`config.mk`:
```
export PLATFORM = sky130hd
export DESIGN_NAME = multicycle_cu
export DESIGN_NICKNAME = d
export VERILOG_FILES = /design/src/rtl/multicycle_cu.sv
export SDC_FILE = /design/constraint.sdc
export NUM_CORES = 1
export LEC_CHECK = 0
export CORE_MARGIN = 2
export CORE_UTILIZATION = 30
export CTS_CLUSTER_SIZE = 30
export DETAILED_ROUTE_END_ITERATION = 12
export PLACE_DENSITY = 0.59
export REMOVE_ABC_BUFFERS = 1
export SLEW_MARGIN = 10
export SYNTH_ARGS = -nofsm -noshare
export SYNTH_HDL_FRONTEND = slang
export SYNTH_SLANG_ARGS = --single-unit
export TNS_END_PERCENT = 20
```
`constraint.sdc`:
```
create_clock -name clk -period 2.75 [get_ports clk]
set_input_delay 0.4125 -clock clk [delete_from_list [all_inputs] [get_ports clk]]
set_output_delay 0.4125 -clock clk [all_outputs]
set_load 0.05 [all_outputs]
```
`src/rtl/multicycle_cu.sv`:
```
// Multi-cycle main control unit for the MIPS datapath.
// Moore FSM that walks each instruction through fetch, decode and a short
// execute/memory/write-back tail, with a memory-ready handshake, an optional
// memory-wait timeout and sticky trap flags for illegal opcodes and timeouts.
module multicycle_cu #(
  parameter int MEM_WAIT_EN = 1,
  parameter int MEM_TIMEOUT = 0,
  parameter int SUPPORT_J   = 1
) (
  input  logic       clk,
  input  logic       rst_n,
  input  logic [5:0] opcode,
  input  logic       mem_ready,
  output logic       pc_write,
  output logic       pc_write_cond,
  output logic       i_or_d,
  output logic       mem_read,
  output logic       mem_write,
  output logic       ir_write,
  output logic       mem_to_reg,
  output logic       reg_dst,
  output logic       reg_write,
  output logic       alu_src_a,
  output logic [1:0] alu_src_b,
  output logic [1:0] alu_op,
  output logic [1:0] pc_source,
  output logic       illegal_op,
  output logic       mem_timeout,
  output logic [3:0] state
);

  typedef enum logic [3:0] {
    S_FETCH  = 4'd0,
    S_DECODE = 4'd1,
    S_MEMADR = 4'd2,
    S_MEMRD  = 4'd3,
    S_MEMWB  = 4'd4,
    S_MEMWR  = 4'd5,
    S_EXEC   = 4'd6,
    S_RWB    = 4'd7,
    S_BRANCH = 4'd8,
    S_ADDIEX = 4'd9,
    S_ADDIWB = 4'd10,
    S_JUMP   = 4'd11,
    S_TRAP   = 4'd15
  } state_t;

  localparam logic [5:0] OP_RTYPE = 6'b000000;
  localparam logic [5:0] OP_LW    = 6'b100011;
  localparam logic [5:0] OP_SW    = 6'b101011;
  localparam logic [5:0] OP_BEQ   = 6'b000100;
  localparam logic [5:0] OP_ADDI  = 6'b001000;
  localparam logic [5:0] OP_J     = 6'b000010;

  // The timeout fires on the last allowed not-ready cycle, i.e. when the
  // counter already holds MEM_TIMEOUT-1 and memory is still not ready.
  localparam bit         TIMEOUT_EN   = (MEM_TIMEOUT > 0);
  localparam logic [7:0] TIMEOUT_LAST = (MEM_TIMEOUT > 0) ? 8'(MEM_TIMEOUT - 1) : 8'd0;

  state_t     r_state;
  state_t     w_nextState;
  logic [7:0] r_waitCnt;
  logic       r_illegalOp;
  logic       r_memTimeout;
  logic       w_go;
  logic       w_memWait;
  logic       w_timeoutHit;
  logic       w_setIllegal;
  logic       w_setTimeout;

  // Memory completes either on mem_ready or unconditionally when waiting is disabled.
  assign w_go = mem_ready || (MEM_WAIT_EN == 0);

  // A memory state that is stalled this cycle; these cycles feed the timeout counter.
  assign w_memWait = ((r_state == S_FETCH) || (r_state == S_MEMRD) || (r_state == S_MEMWR)) && !w_go;

  // Timeout only counts when memory is still not ready, so a same-cycle mem_ready wins.
  assign w_timeoutHit = TIMEOUT_EN && w_memWait && (r_waitCnt == TIMEOUT_LAST);

  // Next-state decode, including opcode dispatch and trap entry.
  always_comb begin
    w_nextState  = r_state;
    w_setIllegal = 1'b0;
    w_setTimeout = 1'b0;
    case (r_state)
      S_FETCH:  if (w_go) w_nextState = S_DECODE;
      S_DECODE: begin
        case (opcode)
          OP_RTYPE: w_nextState = S_EXEC;
          OP_LW,
          OP_SW:    w_nextState = S_MEMADR;
          OP_BEQ:   w_nextState = S_BRANCH;
          OP_ADDI:  w_nextState = S_ADDIEX;
          OP_J: begin
            if (SUPPORT_J != 0) begin
              w_nextState = S_JUMP;
            end else begin
              w_nextState  = S_TRAP;
              w_setIllegal = 1'b1;
            end
          end
          default: begin
            w_nextState  = S_TRAP;
            w_setIllegal = 1'b1;
          end
        endcase
      end
      S_MEMADR: w_nextState = (opcode == OP_LW) ? S_MEMRD : S_MEMWR;
      S_MEMRD:  if (w_go) w_nextState = S_MEMWB;
      S_MEMWB:  w_nextState = S_FETCH;
      S_MEMWR:  if (w_go) w_nextState = S_FETCH;
      S_EXEC:   w_nextState = S_RWB;
      S_RWB:    w_nextState = S_FETCH;
      S_BRANCH: w_nextState = S_FETCH;
      S_ADDIEX: w_nextState = S_ADDIWB;
      S_ADDIWB: w_nextState = S_FETCH;
      S_JUMP:   w_nextState = S_FETCH;
      S_TRAP:   w_nextState = S_TRAP;
      default: begin
        w_nextState  = S_TRAP;
        w_setIllegal = 1'b1;
      end
    endcase
    if (w_timeoutHit) begin
      w_nextState  = S_TRAP;
      w_setTimeout = 1'b1;
    end
  end

  // State register, wait counter and sticky flags; reset restarts at FETCH.
  always_ff @(posedge clk) begin
    if (!rst_n) begin
      r_state      <= S_FETCH;
      r_waitCnt    <= 8'd0;
      r_illegalOp  <= 1'b0;
      r_memTimeout <= 1'b0;
    end else begin
      r_state <= w_nextState;
      if (w_nextState != r_state) begin
        r_waitCnt <= 8'd0;
      end else if (w_memWait) begin
        r_waitCnt <= r_waitCnt + 8'd1;
      end
      if (w_setIllegal) r_illegalOp  <= 1'b1;
      if (w_setTimeout) r_memTimeout <= 1'b1;
    end
  end

  // Moore output decode from the registered state; everything is held at 0 while in reset.
  always_comb begin
    pc_write      = 1'b0;
    pc_write_cond = 1'b0;
    i_or_d        = 1'b0;
    mem_read      = 1'b0;
    mem_write     = 1'b0;
    ir_write      = 1'b0;
    mem_to_reg    = 1'b0;
    reg_dst       = 1'b0;
    reg_write     = 1'b0;
    alu_src_a     = 1'b0;
    alu_src_b     = 2'b00;
    alu_op        = 2'b00;
    pc_source     = 2'b00;
    illegal_op    = r_illegalOp;
    mem_timeout   = r_memTimeout;
    state         = r_state;
    case (r_state)
      S_FETCH: begin
        mem_read  = 1'b1;
        alu_src_b = 2'b01;
        ir_write  = w_go;
        pc_write  = w_go;
      end
      S_DECODE: alu_src_b = 2'b11;
      S_MEMADR: begin
        alu_src_a = 1'b1;
        alu_src_b = 2'b10;
      end
      S_MEMRD: begin
        mem_read = 1'b1;
        i_or_d   = 1'b1;
      end
      S_MEMWB: begin
        mem_to_reg = 1'b1;
        reg_write  = 1'b1;
      end
      S_MEMWR: begin
        mem_write = 1'b1;
        i_or_d    = 1'b1;
      end
      S_EXEC: begin
        alu_src_a = 1'b1;
        alu_op    = 2'b10;
      end
      S_RWB: begin
        reg_dst   = 1'b1;
        reg_write = 1'b1;
      end
      S_BRANCH: begin
        alu_src_a     = 1'b1;
        alu_op        = 2'b01;
        pc_write_cond = 1'b1;
        pc_source     = 2'b01;
      end
      S_ADDIEX: begin
        alu_src_a = 1'b1;
        alu_src_b = 2'b10;
      end
      S_ADDIWB: reg_write = 1'b1;
      S_JUMP: begin
        pc_write  = 1'b1;
        pc_source = 2'b10;
      end
      default: ;
    endcase
    if (!rst_n) begin
      pc_write      = 1'b0;
      pc_write_cond = 1'b0;
      i_or_d        = 1'b0;
      mem_read      = 1'b0;
      mem_write     = 1'b0;
      ir_write      = 1'b0;
      mem_to_reg    = 1'b0;
      reg_dst       = 1'b0;
      reg_write     = 1'b0;
      alu_src_a     = 1'b0;
      alu_src_b     = 2'b00;
      alu_op        = 2'b00;
      pc_source     = 2'b00;
      illegal_op    = 1'b0;
      mem_timeout   = 1'b0;
      state         = 4'd0;
    end
  end

endmodule

```
; After elaboration in Yosys (flattened, before gate mapping)
; Cells that the tools add are included.
[classes]
eq_ne = 20
mux = 37
n_reduce_logical = 12
[op_table]
columns = op, count
row1 = case mux 4 bit (8 select lines), 1
row2 = 2-to-1 mux 1 bit, 22
row3 = "== test 4 bit, second input constant", 5
row4 = case mux 4 bit (5 select lines), 1
row5 = "== test 4 x 3 -> 1 bit, second input constant", 4
row6 = 2-to-1 mux 4 bit, 4
row7 = "== test 6 bit, second input constant", 2
row8 = OR reduction 12 bit, 1
row9 = "== test 4 x 2 -> 1 bit, second input constant", 2
row10 = case mux 2 bit (2 select lines), 2
row11 = OR reduction 2 bit, 4
row12 = "== test 6 x 2 -> 1 bit, second input constant", 1
row13 = "== test 6 x 3 -> 1 bit, second input constant", 1
row14 = "== test 6 x 4 -> 1 bit, second input constant", 1
row15 = logical NOT 6 bit, 1
row16 = 2-to-1 mux 2 bit, 3
row17 = "!= test 2 bit, second input constant", 3
row18 = case mux 2 bit (3 select lines), 1
row19 = OR reduction 6 bit, 1
row20 = OR reduction 5 bit, 1
row21 = "== test 4 x 1 -> 1 bit, second input constant", 1
row22 = logical NOT 4 bit, 1
row23 = case mux 1 bit (2 select lines), 2
row24 = OR reduction 4 bit, 1
row25 = 3 further kinds, 3
[totals]
reg_bits = 6
out_inout_bits = 22
word_cells = 72

; Logic depth before layout (Yosys ltp)
; Gate-level depths: netlist (run 1).
[logic_depth]
depth_word = 4
depth_mapped = 6
mapped_depth_nobuf = 4

; Least setup slack after synthesis (run 1)
; OpenSTA, ideal clock, no wires.
[synth_timing]
path_type = reg-to-output
from = register r_state[0]
to = output port i_or_d
arrival_time_ps = 2318
required_ps = 2338
path_slack_ps = 20
stages_incl_launch_ff = 4
n_path_buf = 1
cell_sequence = dfxtp_1 -> clkbuf_1 -> and2_1 -> nor3b_1
[synth_between]
elab_chain_cells = 4
elab_cells_between_ends = 5
cone_classes = 2 x eq/ne / 2 x mux / 1 x reduce/logical
[synth_lines]
columns = item, line_no
row1 = "start, declared", 60  ; state_t r_state;
row2 = "start signal, assigned", 138  ; r_state <= w_nextState;
row3 = == test 4 x 2 -> 1 bit / == test 4 x 3 -> 1 bit (equally long branches), 167  ; case (r_state)
row4 = OR reduction 2 bit (no source line) *, --
row5 = 2-to-1 mux 1 bit *, 167
row6 = 2-to-1 mux 1 bit *, 216  ; if (!rst_n) begin
row7 = "end, declared", 16  ; output logic i_or_d,
; Mark *: on every way between the ends. The rest lies on a longest branch, timed or not.

; Final worst setup path (run 1)
[layout_timing]
from = input port rst_n
to = output port pc_write_cond
[layout_between]
elab_chain_cells = 1
[layout_lines]
columns = item, line_no
row1 = "start, declared", 11  ; input logic rst_n,
row2 = 2-to-1 mux 1 bit, 216
row3 = "end, declared", 15  ; output logic pc_write_cond,
; Every way passes these cells.

==> key figures, run 1 <==
Run status
  • Status: finished clean

Synth
  • XOR/XNOR share of the synthesized area: roughly 3.9%
  • Synthesized flop and latch total: 6
  • Multiplexer area fraction after synthesis: about 1.7%
  • Mapped Cells: 101
  • Mean Syn Cell Area: around 6.7 um2
  • Synth Cell Area: ~670 um2
  • Largest family of logic cells by synthesized area: simple AND/OR/NAND/NOR gates
  • Synth cell types: 40
  • Adder-Cell Fraction of Synth Area: 0%
  • Simple-gate share of the synthesized area: 37.2%
  • Synthesis warning total: 0
  • Post-synthesis compound-gate area fraction: between 20% and 30%
  • Register area share after synthesis: 17.9%

Setup path
  • Crit Path Class: in -> out
  • Worst Setup Start Kind: primary input
  • CP cell instances: clkdlybuf4s50_1 > buf_4 > nand2_1 > nor2_1 > buf_12
  • Buf+Inv Stages, Crit Path: 3
  • R2R cell count: 4
  • Critical path arrival: between 1.5 and 2 ns
  • Setup crit end: pc_write_cond
  • CP max FO: 12
  • Crit. End Element: output pin
  • R2r startpoint: r_state[2]
  • Slowest CP cell: clkdlybuf4s50_1
  • Reg2reg end: r_state[3]
  • Crit-path max cell delay: about 0.6 ns
  • Family with the most delay on the worst path: buffers and inverters
  • CP Launch Point: rst_n
  • Critical path required time: about 2.3 ns
  • R2r setup slk: ~0.97 ns
  • WP depth: 5

Placement
  • Post-DP HPWL: roughly 1.5 mm
  • Placed instance count: between 150 and 200
  • GP Congestion: between 0.8 and 0.9
  • IO Port Bufs: 30

Route
  • DRT antenna net count: 0
  • Final wirelength: approximately 2.0 mm
  • Via count: 814
  • DRT Pass-1 Iters: 4
  • Number of remaining DRC errors: 0
  • Routed len/inst: 12.5 um
  • DR iter-0 viols: 10
  • Post-DR vias/cell: between 5 and 6

Power
  • Power share of the combinational group: about 74%
  • PwrDens: roughly 1000 mW/mm2
  • Pleak: about 0.45 nW
  • Sequential power share: a little under a fifth
  • Psw: roughly 610 uW
  • VDD IR max: around 0.00043 V
  • Net Sw Frac: 53.3%
  • Clk pwr share: ~6.7%
  • Internal power: roughly 540 uW

Final layout
  • Share of cells above drive strength 1: 25.0%
  • N_diodes: 0
  • Fin cells: 156
  • Syn-to-layout area delta: 67.0%
  • Final net count: ~140

STA
  • Worst Tran Pin Value: 0.576 ns
  • Period utilization: approximately 83%
  • Fmax: roughly 0.44 GHz
  • Skew final: between 0.004 and 0.005 ns
  • Count of final max-slew check failures: 0
  • Slew margin rel.: 61.6%
  • Hold Vio Cnt, Final: 0
  • RSZ-0062 raised after global routing: false
  • Tmin final: roughly 2.3 ns
  • Setup TNS: 0 ns
  • Final setup fails: 0

Clock tree
  • Clk buf depth: 2
  • Htree depth: 1
  • Clk sink count: 6
  • Resize count post-CTS: 0
  • Cts bufs inserted: 3
  • Clk slew on worst S/H paths: 0.04 ns
  • CTS Root Cell: clkbuf_4
  • Hold-fix buffers, CTS: 0
  • Number of setup buffers added after CTS: 0
  • TritonCTS clock tree: built
  • Worst-skew pair later-pin latency: about 0.24 ns

Floorplanning
  • Die Ht: 51.3 um
  • I/O Pins: 31
  • Die ar.: approximately 0.0026 mm2
  • Initial core utilization: between 30% and 40%
  • Die X: between 50 and 60 um
  • Area of the core: around 0.0022 mm2
  • # rows: 17

GRT
  • Gr ovfl total: 0
  • First-pass GRT wire length: 3.33 mm
  • Vias in the first global route: about 740
  • Initial antenna violation count: 0
  • Largest net degree at the start of global routing: 18
  • Total GRT Usage: 16.3%

Worst hold path
  • HP Class: reg -> reg

Run
  • Max Cap Viol: 0
==> cell type report <==
cell class	instances	area, um2
fillers	220	1050
multi-input cells	81	487
repair buffers	32	435
flip-flops and latches	6	120
well taps	28	35.0
clock buffers	3	22.5
inverters	6	22.5
==> layout by cell type (no fill, tap or decap), drive strengths merged, types with 3 or more instances in the layout <==
cell type	synthesis	routed
buf	3	24
nor2	13	13
nand2	10	10
a21oi	10	10
and2	8	8
clkdlybuf4s50	0	8
inv	6	6
dfxtp	6	6
nor3b	4	4
o21ai	4	4
nor3	3	3
a31oi	3	3
clkbuf	5	3
==> Yosys cell counts (all sizes together) <==
library cell  count  area, um2
nor2             13       48.8
a21oi            10       53.8
nand2            10       37.5
and2              8       50.1
dfxtp             6        120
inv               6       22.5
clkbuf            5       18.8
nor3b             4       30.0
o21ai             4       20.0
a31oi             3       18.8
buf               3       23.8
nor3              3       15.0
o211ai            2       15.0
or2               2       12.5
xor2              2       17.5
a211o             1       8.76
a211oi            1       7.51
a21boi            1       7.51
a21o              1       7.51
a221oi            1       8.76
and4b             1       10.0
mux2              1       11.3
nand2b            1       6.26
nand3             1       5.00
nand4             1       6.26
nor2b             1       6.26
o21a              1       7.51
o21ba             1       10.0
o22ai             1       6.26
o311a             1       10.0
o311ai            1       8.76
o32ai             1       8.76
or3b              1       8.76
or4b              1       13.8
xnor2             1       8.76
==> power by group through the flow <==
stage	sequential (mW)	combinational (mW)	clock, mW
after detailed placement	0.219	0.859	0
after CTS	0.218	0.861	0.0793
after global placement	0.219	0.855	0
after floorplan	0.191	0.541	0
after global routing	0.233	0.913	0.0907
final	0.219	0.856	0.0772
==> how the worst min path moves through the flow <==
stage | slack (ns) | endpoint | cells after the start | start
2_1_floorplan | 0.48 | r_illegalOp | 2 | r_illegalOp
3_3_place_gp | 0.45 | r_memTimeout | 1 | r_memTimeout
3_5_place_dp | 0.47 | r_memTimeout | 1 | r_memTimeout
4_1_cts | 0.48 | r_memTimeout | 1 | r_memTimeout
5_1_grt | 0.49 | r_memTimeout | 1 | r_memTimeout
6_report | 0.48 | r_memTimeout | 1 | r_memTimeout
==> metal layers <==
| layer | wire [um] | global-route usage, % |
|---|---|---|
| met4 | 14 | 5.70 |
| met1 | 860 | 20.4 |
| met5 | 0 | 0 |
| met3 | 53 | 3.22 |
| met2 | 1020 | 27.7 |
==> state kept, by name, summed over array words and instances (netlist names) <==
register      flops
r_illegalOp       1
r_memTimeout      1
r_state           4
==> cell families after synthesis <==
logic type,after synthesis
flip-flops,6
AND/OR/NAND/NOR,47
buffers and inverters,14
AO/OA/AOI/OAI,30
multiplexers,1
XOR/XNOR,3
==> stage by stage <==
stage                     utilization [%]  worst slack, ns  power [mW]  hold WS, ns  instance area [um2]
after floorplan                         -            0.140       0.732        0.481                  629
after global placement               50.7            0.528        1.07        0.448                 1100
after detailed placement             50.7            0.490        1.08        0.472                 1100
after CTS                            51.7            0.483        1.16        0.485                 1120
after global routing                 51.7            0.374        1.24        0.494                 1120
final                                51.7            0.467        1.15        0.482                 1120
Power figures use the tool's default switching activity.
==> run 2: changes to the inputs <==
--- a/config.mk
+++ b/config.mk
@@ -9,7 +9,7 @@
 export CORE_UTILIZATION = 30
 export CTS_CLUSTER_SIZE = 30
 export DETAILED_ROUTE_END_ITERATION = 12
-export PLACE_DENSITY = 0.59
+export PLACE_DENSITY = 0.62
 export REMOVE_ABC_BUFFERS = 1
 export SLEW_MARGIN = 10
 export SYNTH_ARGS = -nofsm -noshare
==> constraint.sdc (replaced) <==
create_clock -name clk -period 2.1 [get_ports clk]
set_input_delay 0.315 -clock clk [delete_from_list [all_inputs] [get_ports clk]]
set_output_delay 0.315 -clock clk [all_outputs]
set_load 0.05 [all_outputs]
==> run 2 against run 1 <==
Against the previous run:
- global-route usage is 1.0 points higher
- clock power grew 48%
- first-iteration DRC count increased by 40%
- routed wire length increased by 6.0%
- power increased by 47%
- hold slack better by 0.051 ns
- critical path depth fell by 1
- via count grew 0.98%
- sequential share of layout area down 1.2 points
==> key figures, run 2 (same netlist as run 1, synthesis figures left out) <==
Run status
  • Status: finished clean

Setup path
  • Buf+Inv Stages, Crit Path: 2
  • Worst Setup Start Kind: primary input
  • Critical path arrival: between 1.5 and 2 ns
  • R2r startpoint: r_state[2]
  • Family with the most delay on the worst path: buffers and inverters
  • Slowest CP cell: clkdlybuf4s50_1
  • CP max FO: 8
  • Crit Path Class: in -> out
  • R2R cell count: 5
  • Crit-path max cell delay: ~0.65 ns
  • Critical path required time: 1.78 ns
  • Crit. End Element: output pin
  • CP cell instances: clkdlybuf4s50_1 > and2_1 > nor3b_1 > buf_12
  • R2r setup slk: ~0.36 ns
  • Reg2reg end: r_state[3]

Power
  • PwrDens: about 1300 mW/mm2
  • Pleak: ~0.51 nW
  • VDD IR max: ~0.00065 V

Route
  • Final wirelength: around 2.1 mm
  • DR iter-0 viols: 14
  • Via count: slightly above 800
  • Post-DR vias/cell: slightly above 5
  • DRT Pass-1 Iters: 4
  • DRT antenna net count: 0
  • Number of remaining DRC errors: 0
  • Routed len/inst: ~13 um

Final layout
  • Most frequent cells in the layout: 22 x buf_12, 13 x nor2_1, 10 x nand2_1
  • Max reg flops: 4
  • Share of cells above drive strength 1: 30.4%
  • Final core utilization: 59.1%
  • N_diodes: 0
  • Largest regs: r_state (4), r_illegalOp (1), r_memTimeout (1)
  • Most common cell after layout, fill and taps aside: buf_12
  • Top reg by flops: r_state
  • Final net count: 146
  • Fin cells: about 160
  • Syn-to-layout area delta: 90.7%

Worst hold path
  • HP Class: reg -> reg
  • Worst Hold End: r_memTimeout
  • Hold Crit Start: r_memTimeout
  • Hold depth: 1

STA
  • Worst Tran Pin Value: about 0.44 ns
  • WHS: about 0.53 ns
  • Tmin final: around 2.0 ns
  • Period utilization: about 95%
  • Slew margin rel.: 70.4%
  • Skew final: approximately 0.0056 ns
  • RSZ-0062 raised after global routing: false
  • Setup TNS: 0 ns
  • Final setup fails: 0
  • Fmax: roughly 0.50 GHz
  • Hold Vio Cnt, Final: 0
  • Count of final max-slew check failures: 0

Clock tree
  • CTS Root Cell: clkbuf_4
  • Clk slew on worst S/H paths: about 0.040 ns
  • Clk buf depth: 2
  • Worst-skew pair later-pin latency: 0.26 ns
  • Htree depth: 1
  • TritonCTS clock tree: built
  • Clk sink count: 6
  • Cts bufs inserted: 3
  • Hold-fix buffers, CTS: 0

Floorplanning
  • # rows: 17
  • Initial core utilization: 31.0%
  • Die Ht: about 51 um
  • Area of the core: between 0.002 and 0.0025 mm2
  • I/O Pins: 31
  • Die X: approximately 50 um
  • Die ar.: approximately 0.0026 mm2

GRT
  • First-pass GRT wire length: approximately 3.5 mm
  • Vias in the first global route: between 700 and 800
  • Largest net degree at the start of global routing: 15
  • Total GRT Usage: between 10% and 20%
  • Initial antenna violation count: 0
  • Gr ovfl total: 0

Placement
  • Placed instance count: 160
  • Post-DP HPWL: 1.64 mm
  • IO Port Bufs: 30
  • GP Congestion: between 0.8 and 0.9

Run
  • Max Cap Viol: 0
## run 2: final cells by class
cell class | count | area (um2)
sequential | 6 | 121
inverter | 6 | 22.5
tap | 28 | 35.0
clock buffer | 3 | 22.5
timing repair buffer | 39 | 588
fill | 194 | 888
multi-input combinational | 81 | 492
## run 2: routing by layer
metal / global-route usage (%) / wire, um / vias to the layer above
met5: 0 / 0 / -
met2: 31.0 / 1090 / 15
met1: 21.4 / 908 / 378
li1: - / - / 426
met3: 2.05 / 43 / 3
met4: 5.70 / 26 / 0
## run 2: worst max-delay path by stage
stage,slack [ns],start,endpoint,cells past startpoint
finish,0.11,rst_n,i_or_d,4
global route,0.05,r_state[0],reg_write,4
CTS,0.01,rst_n,mem_write,4
detailed placement,0.02,rst_n,mem_write,4
global placement,0.15,rst_n,i_or_d,4
floorplan,-0.41,r_state[0],i_or_d,2
## run 2: through the flow
step	cell area, um2	setup WS, ns	total power, mW
after global placement	1250	0.147	1.54
after floorplan	629	-0.413	0.958
after detailed placement	1250	0.0216	1.57
final	1280	0.106	1.69
after global routing	1280	0.0540	1.78
after CTS	1270	0.0115	1.68
## run 2: repair_timing
item / CTS / global route
setup endpoints to repair: 0 / 3
buffers inserted: 0 / 0
resized for setup: 0 / 2
## run 2: where the power goes
part / internal, mW / leakage [nW] / switching (mW) / total, mW
clock network: 0.0651 / 0.0138 / 0.0485 / 0.114
registers: 0.159 / 0.0497 / 0.104 / 0.263
logic: 0.609 / 0.450 / 0.707 / 1.32
total: 0.833 / 0.514 / 0.859 / 1.69
